<file path="src/rtl/apb_slave_regs.sv">
// APB register bank with fixed wait states, byte strobes, decode errors and protocol checking.
// Register i is exposed flat at reg_flat_out[i*DW +: DW]; xfer_cnt_out counts completed transfers.
module apb_slave_regs #(
  parameter int                        APB_DATA_WIDTH = 32,
  parameter int                        APB_ADDR_WIDTH = 32,
  parameter int                        REG_NUM        = 8,
  parameter int                        WAIT_CYCLES    = 2,
  parameter logic [APB_ADDR_WIDTH-1:0] BASE_ADDR      = '0
) (
  input  logic                                apb_clk_in,
  input  logic                                apb_rstn_in,
  input  logic [APB_ADDR_WIDTH-1:0]           apb_addr_in,
  input  logic                                apb_psel_in,
  input  logic                                apb_penable_in,
  input  logic                                apb_write_in,
  input  logic [APB_DATA_WIDTH-1:0]           apb_wdata_in,
  input  logic [APB_DATA_WIDTH/8-1:0]         apb_strb_in,
  output logic [APB_DATA_WIDTH-1:0]           apb_rdata_out,
  output logic                                apb_ready_out,
  output logic                                apb_slverr_out,
  output logic [REG_NUM*APB_DATA_WIDTH-1:0]   reg_flat_out,
  output logic [15:0]                         xfer_cnt_out,
  output logic                                proto_err_out
);

  localparam int DW    = APB_DATA_WIDTH;
  localparam int AW    = APB_ADDR_WIDTH;
  localparam int BYTES = DW / 8;
  localparam int LSB   = $clog2(BYTES);
  localparam int IDX_W = (REG_NUM > 1) ? $clog2(REG_NUM) : 1;
  localparam logic [AW-1:0] SPAN      = AW'(REG_NUM * BYTES);
  localparam logic [AW-1:0] ALIGN     = AW'(BYTES - 1);
  localparam logic [3:0]    WAIT_LAST = 4'(WAIT_CYCLES);

  typedef enum logic {IDLE, ACCESS} state_t;

  state_t                    state_q, state_d;
  logic [3:0]                cnt_q, cnt_d;
  logic [AW-1:0]             addr_q, addr_d;
  logic                      write_q, write_d;
  logic [DW-1:0]             wdata_q, wdata_d;
  logic [BYTES-1:0]          strb_q, strb_d;
  logic [REG_NUM*DW-1:0]     reg_q, reg_d;
  logic [15:0]               xfer_q, xfer_d;
  logic                      perr_q, perr_d;

  logic [AW-1:0]             off;
  logic [IDX_W-1:0]          idx;
  logic                      dec_err;
  logic                      ready;
  logic                      mismatch;

  always_ff @(posedge apb_clk_in or negedge apb_rstn_in) begin
    if (!apb_rstn_in) begin
      state_q <= IDLE;
      cnt_q   <= '0;
      addr_q  <= '0;
      write_q <= 1'b0;
      wdata_q <= '0;
      strb_q  <= '0;
      reg_q   <= '0;
      xfer_q  <= '0;
      perr_q  <= 1'b0;
    end else begin
      state_q <= state_d;
      cnt_q   <= cnt_d;
      addr_q  <= addr_d;
      write_q <= write_d;
      wdata_q <= wdata_d;
      strb_q  <= strb_d;
      reg_q   <= reg_d;
      xfer_q  <= xfer_d;
      perr_q  <= perr_d;
    end
  end

  // Any drift of the bus away from the latched setup values aborts the access.
  assign mismatch = !apb_psel_in || !apb_penable_in ||
                    (apb_addr_in != addr_q) || (apb_write_in != write_q) ||
                    (apb_strb_in != strb_q) || (write_q && (apb_wdata_in != wdata_q));

  always_comb begin
    state_d = state_q;
    cnt_d   = cnt_q;
    addr_d  = addr_q;
    write_d = write_q;
    wdata_d = wdata_q;
    strb_d  = strb_q;
    reg_d   = reg_q;
    xfer_d  = xfer_q;
    perr_d  = perr_q;
    if (state_q == IDLE) begin
      if (apb_psel_in && !apb_penable_in) begin
        addr_d  = apb_addr_in;
        write_d = apb_write_in;
        wdata_d = apb_wdata_in;
        strb_d  = apb_strb_in;
        cnt_d   = '0;
        state_d = ACCESS;
      end else if (apb_psel_in && apb_penable_in) begin
        perr_d = 1'b1;
      end
    end else begin
      if (mismatch) begin
        perr_d  = 1'b1;
        state_d = IDLE;
      end else if (ready) begin
        xfer_d  = xfer_q + 16'd1;
        state_d = IDLE;
        if (write_q && !dec_err) begin
          for (int k = 0; k < BYTES; k++) begin
            if (strb_q[k]) reg_d[int'(idx)*DW + k*8 +: 8] = wdata_q[k*8 +: 8];
          end
        end
      end else begin
        cnt_d = cnt_q + 4'd1;
      end
    end
  end

  always_comb begin
    off            = addr_q - BASE_ADDR;
    idx            = off[LSB +: IDX_W];
    dec_err        = (addr_q < BASE_ADDR) || (off >= SPAN) || ((off & ALIGN) != '0);
    ready          = (state_q == ACCESS) && (cnt_q == WAIT_LAST);
    apb_ready_out  = ready;
    apb_slverr_out = ready && dec_err;
    apb_rdata_out  = '0;
    if (ready && !write_q && !dec_err) apb_rdata_out = reg_q[int'(idx)*DW +: DW];
    reg_flat_out   = reg_q;
    xfer_cnt_out   = xfer_q;
    proto_err_out  = perr_q;
  end

endmodule

</file>
<file path="config.mk">
export PLATFORM = sky130hd
export DESIGN_NAME = apb_slave_regs
export DESIGN_NICKNAME = d
export VERILOG_FILES = /design/src/rtl/apb_slave_regs.sv
export SDC_FILE = /design/constraint.sdc
export NUM_CORES = 1
export LEC_CHECK = 0
export BUFFER_PORTS_ARGS = -buffer_cell sky130_fd_sc_hd__buf_4
export CAP_MARGIN = 10
export CORE_ASPECT_RATIO = 2
export CORE_MARGIN = 3
export CORE_UTILIZATION = 40
export CTS_BUF_LIST = sky130_fd_sc_hd__clkbuf_4 sky130_fd_sc_hd__clkbuf_8
export DETAILED_ROUTE_END_ITERATION = 8
export SETUP_SLACK_MARGIN = 0.4
export SLEW_MARGIN = 20
export SYNTH_ARGS = -nofsm -noshare
export SYNTH_HDL_FRONTEND = slang
export SYNTH_SLANG_ARGS = --single-unit
</file>
<file path="constraint.sdc">
create_clock -name apb_clk_in -period 3.65 [get_ports apb_clk_in]
set_input_delay 0.73 -clock apb_clk_in [delete_from_list [all_inputs] [get_ports apb_clk_in]]
set_output_delay 0.73 -clock apb_clk_in [all_outputs]
set_load 0.02 [all_outputs]
</file>
==> results, run 1 <==
- The average via count per standard cell is 5.46.
- The net count after synthesis is 1452.
- The post-synthesis sequential element count is 347.
- Row generation in the floorplan step produced 108 rows.
- The total congestion overflow after global routing is 0.
- The fraction of registers with async set/reset is 1.00.
- The average wire per standard cell is roughly 25 µm.
- The portion of synthesized area spent on multiplexers is 0.285.
- The buffer depth of the longest clock path is 3.
- The first detailed-routing pass took 4 iterations.
- After the last flow step, the layout net total stands at 1893.
- Max-cap violations in this run came to 0.
- The detailed-route wire length is roughly 61000 µm.
- The die boundary height is 304 µm.
- TritonCTS built the clock tree.
- The worst clock skew on the final layout is 0.0279 ns.
- The area share of fa/ha/maj cells after synthesis is 0.00636.
- Ranked by total cell area, the synthesized netlist is headed by dfrtp_1, mux2_2, mux4_2, xnor2_1, nor3_4.
- The leading cell type in the layout, fill and taps excluded is buf_4.
- The worst hold path belongs to the class input pin to async pin.
- For this block, the via count after detailed routing is ~13000.
- The area enclosed by the die boundary is around 47000 µm².
- The fraction of synthesized cell area in xor and xnor cells is 0.0425.
- The startpoint kind of the worst setup timing path is a flop.
- The fraction of the yosys area taken by sequential cells is 0.490.
- From synthesis to final layout, the design area changed by 30.6%.
- The top cell types in the final layout, fill and taps aside, are buf_4, dfrtp_1, mux2_2, nand2_1, and3_1.
- Derived from the worst setup path, the maximum achievable clock frequency is approximately 300 MHz.
- The number of synthesized flops with an enable pin is 0.
- The clock reaches the later pin of the worst-skew pair after ~0.61 ns.
- The number of antenna violations at the first check in global routing is 8.
- The share of cells above drive strength 1 is 0.529.
- The instance count of the mapped netlist is between 1000 and 1500.
- For this design the top-level I/O count stands at between 300 and 400.
- The endpoint class of the critical path is an output port.
- Summing all flip-flop and latch instances after layout gives 8690 µm².
- The global-route usage over all layers is 0.254.
- The multi-input combinational cells in the finished layout cover a total of between 8000 and 9000 µm².
- The fraction of post-synthesis cell area in the top cell type by area is 0.490.
- In this run, post-CTS hold repair placed 0 buffers.
- The post-layout minimum cycle time is 3.33 ns.
- Of all nets on the critical path, the largest fanout is 7.
- Setup repair after global routing could not meet its margin everywhere.
- The clock-pin slew reported for the worst setup and hold paths after clock tree synthesis is 0.07 ns.
- After routing, the total negative slack on setup checks comes to 0 ns.
- The die boundary width is 155 µm.
- The count of buffers from port buffering is 379.
- The effective utilization at floorplan is 0.406.
- The antenna violation net count after detailed routing is 0.
- In the routed design, unresolved DRC markers number 0.
- At the pin with the least slew margin, the transition time is 0.864 ns.
- The first global-routing pass estimated 90400 µm of wire.
- The run finished with clean final reports.
- In this run the clock root is driven by a clkbuf_8.
- The average instance in the mapped netlist occupies 12.9 µm².
- The max-slew violation total from the final report is 0.
- For this block, the initial DRC count from the detailed router was between 500 and 600.
- For this design the static power due to leakage is 11.4 nW.
- STA puts the critical path data arrival time at 2.60 ns.
- The largest family of logic cells by synthesized area is multiplexers.
- The data required time at the worst endpoint is about 2.9 ns.
- The cell area that synthesis handed to floorplanning was 17700 µm².
- For this design the ratio of total power to cell area is 390 nW/µm².
- The compound-gate portion of the synthesized area was 0.0139.
- The layout has 3859 filler cells.
- The worst hold margin is ~0.055 ns.
- The number of global-route vias before repair is 14214.
- For this run, the leading register cell type out of synthesis is dfrtp_1.
- The critical register-to-register path startpoint is wdata_q[0]$_DFFE_PN0P_.
- The launch point of the critical path is addr_q[17]$_DFFE_PN0P_.
- Of the total synthesized cell area, the portion taken by AND, OR, NAND and NOR gates is 0.135.
- TritonCTS created 51 clock buffers.
- At the end of routability-driven placement, the weighted congestion stood at 0.800.
- The share of the clock period used by the worst path after layout is 0.912.
- The H-tree generated during clock tree synthesis spans 2 levels.
- Clock tree synthesis found a total of 347 sinks.
- The number of warnings printed during yosys synthesis is 0.
- Once detailed placement completed, the half-perimeter wirelength came to 44000 µm.
- Across the VDD grid, the largest voltage drop is 0.000313 V.
- Headroom to the max-slew limit came out at 0.420.
- The synthesized netlist contains 44 unique library cells.
- The top cell type by total area after synthesis is dfrtp_1.
- Setup violations remaining at the end of the flow were counted as 0.
- The floorplan core area is 43600 µm².
- The total count of hold-check failures in the final report is 0.
- Entering global routing, the biggest net connects ~110 pins.
- The type of the setup path with the least slack is flop to output port.
[worst paths after layout]
kind,to,slack [ns],cells past startpoint
hold reg to reg,xfer_cnt_out[15]$_DFFE_PN0P_,0.48,1
setup reg to reg,reg_flat_out[214]$_DFFE_PN0P_,0.62,7
setup / recovery,apb_rdata_out[24],0.32,8
min in group apb_clk_in,addr_q[4]$_DFFE_PN0P_,0.35,3
max in group asynchronous,reg_flat_out[41]$_DFFE_PN0P_,2.57,2
hold / removal,reg_flat_out[205]$_DFFE_PN0P_,0.05,1
[cells by family after synthesis]
family          after synthesis
compound gates               45
xor+xnor                     86
fa+ha+maj                     9
buf+inv                     112
flops                       347
mux                         389
simple gates                382
[metrics by stage]
step,worst slack [ns],utilization,std cells,power [mW],cell area (µm²)
finish,0.321,0.530,2406,9.02,23100
global route,0.234,0.530,2404,9.45,23100
CTS,0.230,0.523,2389,9.11,22800
detailed placement,0.180,0.491,2287,5.74,21400
global placement,0.184,0.491,2287,5.71,21400
floorplan,0.718,-,1370,5.12,17700
[synthesized netlist by cell type, drive strengths merged, types with 9 or more instances]
library cell and number:
clkbuf 42, inv 43, xnor2 66, mux2 285
nor3 51, buf 26, nand2 119, nor4 12
nor2 13, xor2 20, dfrtp 347, mux2i 40
and3 71, a21oi 32, nand3 32, mux4 64
and2 39, ha 9, nand4 27
[power by group]
| group | total, mW | internal (mW) | switching, mW |
|---|---|---|---|
| clock network | 3.30 | 1.77 | 1.53 |
| logic | 1.48 | 0.636 | 0.842 |
| registers | 4.24 | 3.99 | 0.251 |
[sequential cells by signal, indices dropped and copies added, names as in the netlist]
| signal | flops |
|---|---|
| reg_flat_out | 256 |
| proto_err_out | 1 |
| state_q | 1 |
| xfer_cnt_out | 16 |
| cnt_q | 4 |
| write_q | 1 |
| strb_q | 4 |
| addr_q | 32 |
| wdata_q | 32 |
[critical path, stage by stage, from the launching register on]
cell and delay, ns:
dfrtp_2 0.44, nor4_4 0.28, nand4_1 0.21, nor3_1 0.23, buf_4 0.17, nand2b_4 0.15
clkbuf_16 0.24, a21oi_2 0.14, buf_6 0.14
[layer usage]
| metal | GRT usage | routed length (µm) |
|---|---|---|
| met4 | 0.0964 | 2120 |
| met2 | 0.485 | 34600 |
| met1 | 0.271 | 21000 |
| met3 | 0.0467 | 3130 |
| met5 | 0 | 13 |
[cell type report]
class                      instances  share of cell area
multi-input combinational        911               0.382
sequential                       347               0.376
timing repair buffer             456               0.158
clock buffer                      82              0.0442
tap                              550              0.0298
inverter                          44             0.00714
clock inverter                    10             0.00243
antenna                            6            0.000649
[timing repair]
item,in CTS,in global routing
hold endpoints to repair,0,0
setup endpoints to repair,32,37
cloned,2,1
setup buffers,8,10
gates resized for setup,40,43
pin swaps,3,5
Power figures use the tool's default switching activity.
==> run 2, diff against run 1 <==
--- a/config.mk
+++ b/config.mk
@@ -5,6 +5,7 @@
 export SDC_FILE = /design/constraint.sdc
 export NUM_CORES = 1
 export LEC_CHECK = 0
+export ABC_AREA = 1
 export BUFFER_PORTS_ARGS = -buffer_cell sky130_fd_sc_hd__buf_4
 export CAP_MARGIN = 10
 export CORE_ASPECT_RATIO = 2
==> run 2 against run 1 <==
Hold slack better by 0.092 ns. Critical path type unchanged. Clock power grew 2%. Total power increased by 4.8%. Sequential share of layout area rose by 0.17 points. Die area up 2.8%. Combinational power increased by 28%. Core utilization fell by 1.8 points. Sequential cell count stayed put. Clock skew grew 0.0018 ns. Global-route usage rose by 2.6 points.
==> results, run 2 <==
- The run finished with clean final reports.
- In this run the standard cell core region covers 45000 µm².
- The reported max-cap violation count is 0.
- The tree is rooted in a clkbuf_8.
- The register with the most flip-flops in the layout has approximately 260 of them.
- The clock tree from TritonCTS is built.
- The accumulated negative setup slack is 0 ns.
- The clock passes through at most 3 buffers.
- For this design the static power due to leakage is 11.2 nW.
- Before antenna repair, the detailed router went through 5 iterations.
- The HPWL after detailed placement is 50500 µm.
- The maximum number of pins on one net before global-route repair is 101.
- The latest clock arrival within the worst-skew pair is approximately 0.6 ns.
- Derived from the worst setup path, the maximum achievable clock frequency is 305 MHz.
- The synthesized design contains approximately 350 register bits.
- For the pin with the worst max-slew slack, the measured transition is around 0.84 ns.
- The cell with the most instances after synthesis is nand2_1.
- The post-synthesis area per instance is 7.97 µm².
- After detailed routing, the number of vias per cell comes to approximately 5.5.
- CTS built an H-tree with a depth of 2.
- For this run, the post-layout net count is 2710.
- By area the synthesized netlist is led by dfrtp_1, nand2_1, nand3_1, nor2_1, o21ai_0.
- The worst voltage drop across the vdd grid is 0.000335 V.
- During synthesis, Yosys emitted a total of 0 warnings.
- The floorplan has 110 rows.
- Summing all multi-input logic gate instances after layout gives 8590 µm².
- The count of routing violations after the opening detailed-route iteration is between 1000 and 1500.
- Summing all flip-flop and latch instances after layout gives between 8000 and 9000 µm².
- Of the total power, the share spent switching nets is 0.327.
- The net switching power of the design is 3.09 mW.
- Internal power comes to 6.36 mW.
- For the finished layout, the period the worst path requires is 3.28 ns.
- The data required time at the worst endpoint is roughly 2.9 ns.
- The count of buffers from port buffering is 379.
- The post-route DRC violation count is 0.
- The number of antenna violations at the first check in global routing is 3.
- In the layout the commonest cells are nand2_1, buf_4, dfrtp_1, nor2_1, nand3_1.
- The fraction of registers with async set/reset is 1.00.
- The biggest fanout along the worst timing path is 16.
- The share of total power in the clock network is 0.356.
- The share of total power dissipated in sequential elements is 0.443.
- The worst setup path is launched from a flop.
- The top cell type by total area after synthesis is dfrtp_1.
- From synthesis to final layout, the design area changed by 26.4%.
- The remaining max-slew budget at the tightest pin is 0.443.
- Counting instances in the post-synthesis netlist gives the leading cell types as nand2_1, dfrtp_1, nor2_1.
- The number of I/O pins is 380.
- The congestion estimate from routability-driven global placement came to 0.954.
- The share of the Yosys chip area taken by registers is 0.477.
- The most used flip-flop cell after synthesis is dfrtp_1.
- Setup repair after global routing could not meet its margin everywhere.
- The mapped netlist covers 18200 µm².
- The library cell used most frequently in the layout, excluding fill and tap cells, is nand2_1.
- The total count of hold-check failures in the final report came to 0.
- In the global route stage, overall resource usage came out at 0.279.
- Synthesis instantiated 39 different standard cells from the library.
- The worst reg-to-reg path cell count is 11.
- After global routing the overflow that remains totals 0.
- Dividing the detail-routed wire length by the instance count gives 21.8 µm.
- The worst hold margin is 0.146 ns.
- The first global-routing pass estimated between 100000 and 150000 µm of wire.
- The arrival time of data at the critical path endpoint is roughly 2.6 ns.
- Setup violations remaining at the end of the flow were counted as 0.
- The max-slew violation total from the final report is 0.
- The count of nets left with antenna violations once routing finished came out at 0.
- The clock net in this run drives a total of roughly 350 sinks.
- The path class of the tightest hold or removal check is input pin to async pin.
- Summed over all layers, the routed wires come to 70300 µm.
- In the final layout, the share of cells above drive strength 1 is 0.244.
- The number of synthesized flops with an enable pin is 0.
- The area enclosed by the die boundary is around 48000 µm².
- For this configuration, the core starts out at a cell density of 0.405.
- The sum of internal, switching and leakage power is 9.45 mW.
- The combinational group share of total power is 0.201.
- The share of the clock period used by the worst path after layout is 0.898.
- The number of global-route vias before repair was about 17000.
- The share of synthesized area in the top cell type comes to 0.477.
- The clock-pin slew reported for the worst setup and hold paths after clock tree synthesis is 0.06 ns.
- The critical path is of the flop to output port type.
- The die is approximately 160 µm wide.
- Summing over every cut layer, the via total after detailed routing is 17903.
- The instance count of the mapped netlist is 2286.
- Synthesis produced a netlist with a net count of 2368.
- The die is 308 µm tall.
- The worst clock skew on the final layout is about 0.030 ns.
- The total clock buffers created by CTS is 52.
- STA classifies the critical path endpoint as an output port.
- The power density normalized to cell area is ~410 nW/µm².
- The number of filler cells placed in the layout is between 4000 and 5000.
[run 2: cell type report]
cell class,instances,share of cell area
antenna,3,0.000326
sequential,347,0.377
multi-input combinational,1682,0.373
clock buffer,82,0.0447
inverter,116,0.0202
clock inverter,12,0.00304
tap,560,0.0304
timing repair inverter,2,0.000761
timing repair buffer,427,0.150
[run 2: final timing paths]
| kind | slack [ns] | from | end |
|---|---|---|---|
| worst max-delay path | 0.37 | addr_q[5]$_DFFE_PN0P_ | apb_rdata_out[29] |
| worst max register to register | 0.60 | addr_q[3]$_DFFE_PN0P_ | reg_flat_out[137]$_DFFE_PN0P_ |
| max in group asynchronous | 2.51 | apb_rstn_in | reg_flat_out[246]$_DFFE_PN0P_ |
| worst min register to register | 0.51 | addr_q[24]$_DFFE_PN0P_ | addr_q[24]$_DFFE_PN0P_ |
| min in group apb_clk_in | 0.37 | apb_wdata_in[30] | wdata_q[30]$_DFFE_PN0P_ |
| worst min-delay path | 0.15 | apb_rstn_in | xfer_cnt_out[9]$_DFFE_PN0P_ |
[run 2: logic make-up after synthesis]
kind of cell	share of synthesized area
AO/OA/AOI/OAI	0.147
XOR/XNOR	0.0226
adder cells (fa/ha/maj)	0.00618
buffers and inverters	0.0613
flip-flops	0.477
multiplexers	0.0155
AND/OR/NAND/NOR	0.270
[run 2: repair_timing]
item	CTS	global route
buffers inserted	1	3
endpoints found under the setup margin	32	79
hold endpoints to repair	0	0
hold buffers	0	0
pin swaps	0	3
cloned	2	3
resized for setup	26	32
[run 2: per-layer routing]
| layer | global-route usage | routed length (µm) | vias to the layer above |
|---|---|---|---|
| met5 | 0 | 0 | - |
| li1 | - | - | 8313 |
| met4 | 0.154 | 4190 | 0 |
| met2 | 0.498 | 37000 | 843 |
| met3 | 0.0495 | 5060 | 200 |
| met1 | 0.309 | 24100 | 8547 |
[run 2: critical path: stages, from the launching register on]
cell	delay [ns]
dfrtp_1	0.40
nor2_2	0.15
nand3_2	0.10
nor2_4	0.16
nand3_2	0.11
nor2_4	0.16
nand3_4	0.15
clkbuf_16	0.26
a211oi_4	0.24
buf_4	0.19
[run 2: stage by stage]
step	setup slack, ns	std cells	area [µm²]	util
floorplan	0.592	2286	18200	-
global placement	0.460	3125	21500	0.479
detailed placement	0.424	3125	21500	0.479
CTS	0.354	3222	22800	0.507
global route	0.265	3230	23000	0.512
finish	0.374	3231	23000	0.512
[run 2: power groups by stage]
stage	sequential (mW)	clock [mW]	combinational [mW]
after detailed placement	4.24	0	1.77
after floorplan	4.14	0	1.21
after global placement	4.23	0	1.75
after CTS	4.18	3.45	1.84
final	4.19	3.37	1.90
after global routing	4.20	3.61	2.08
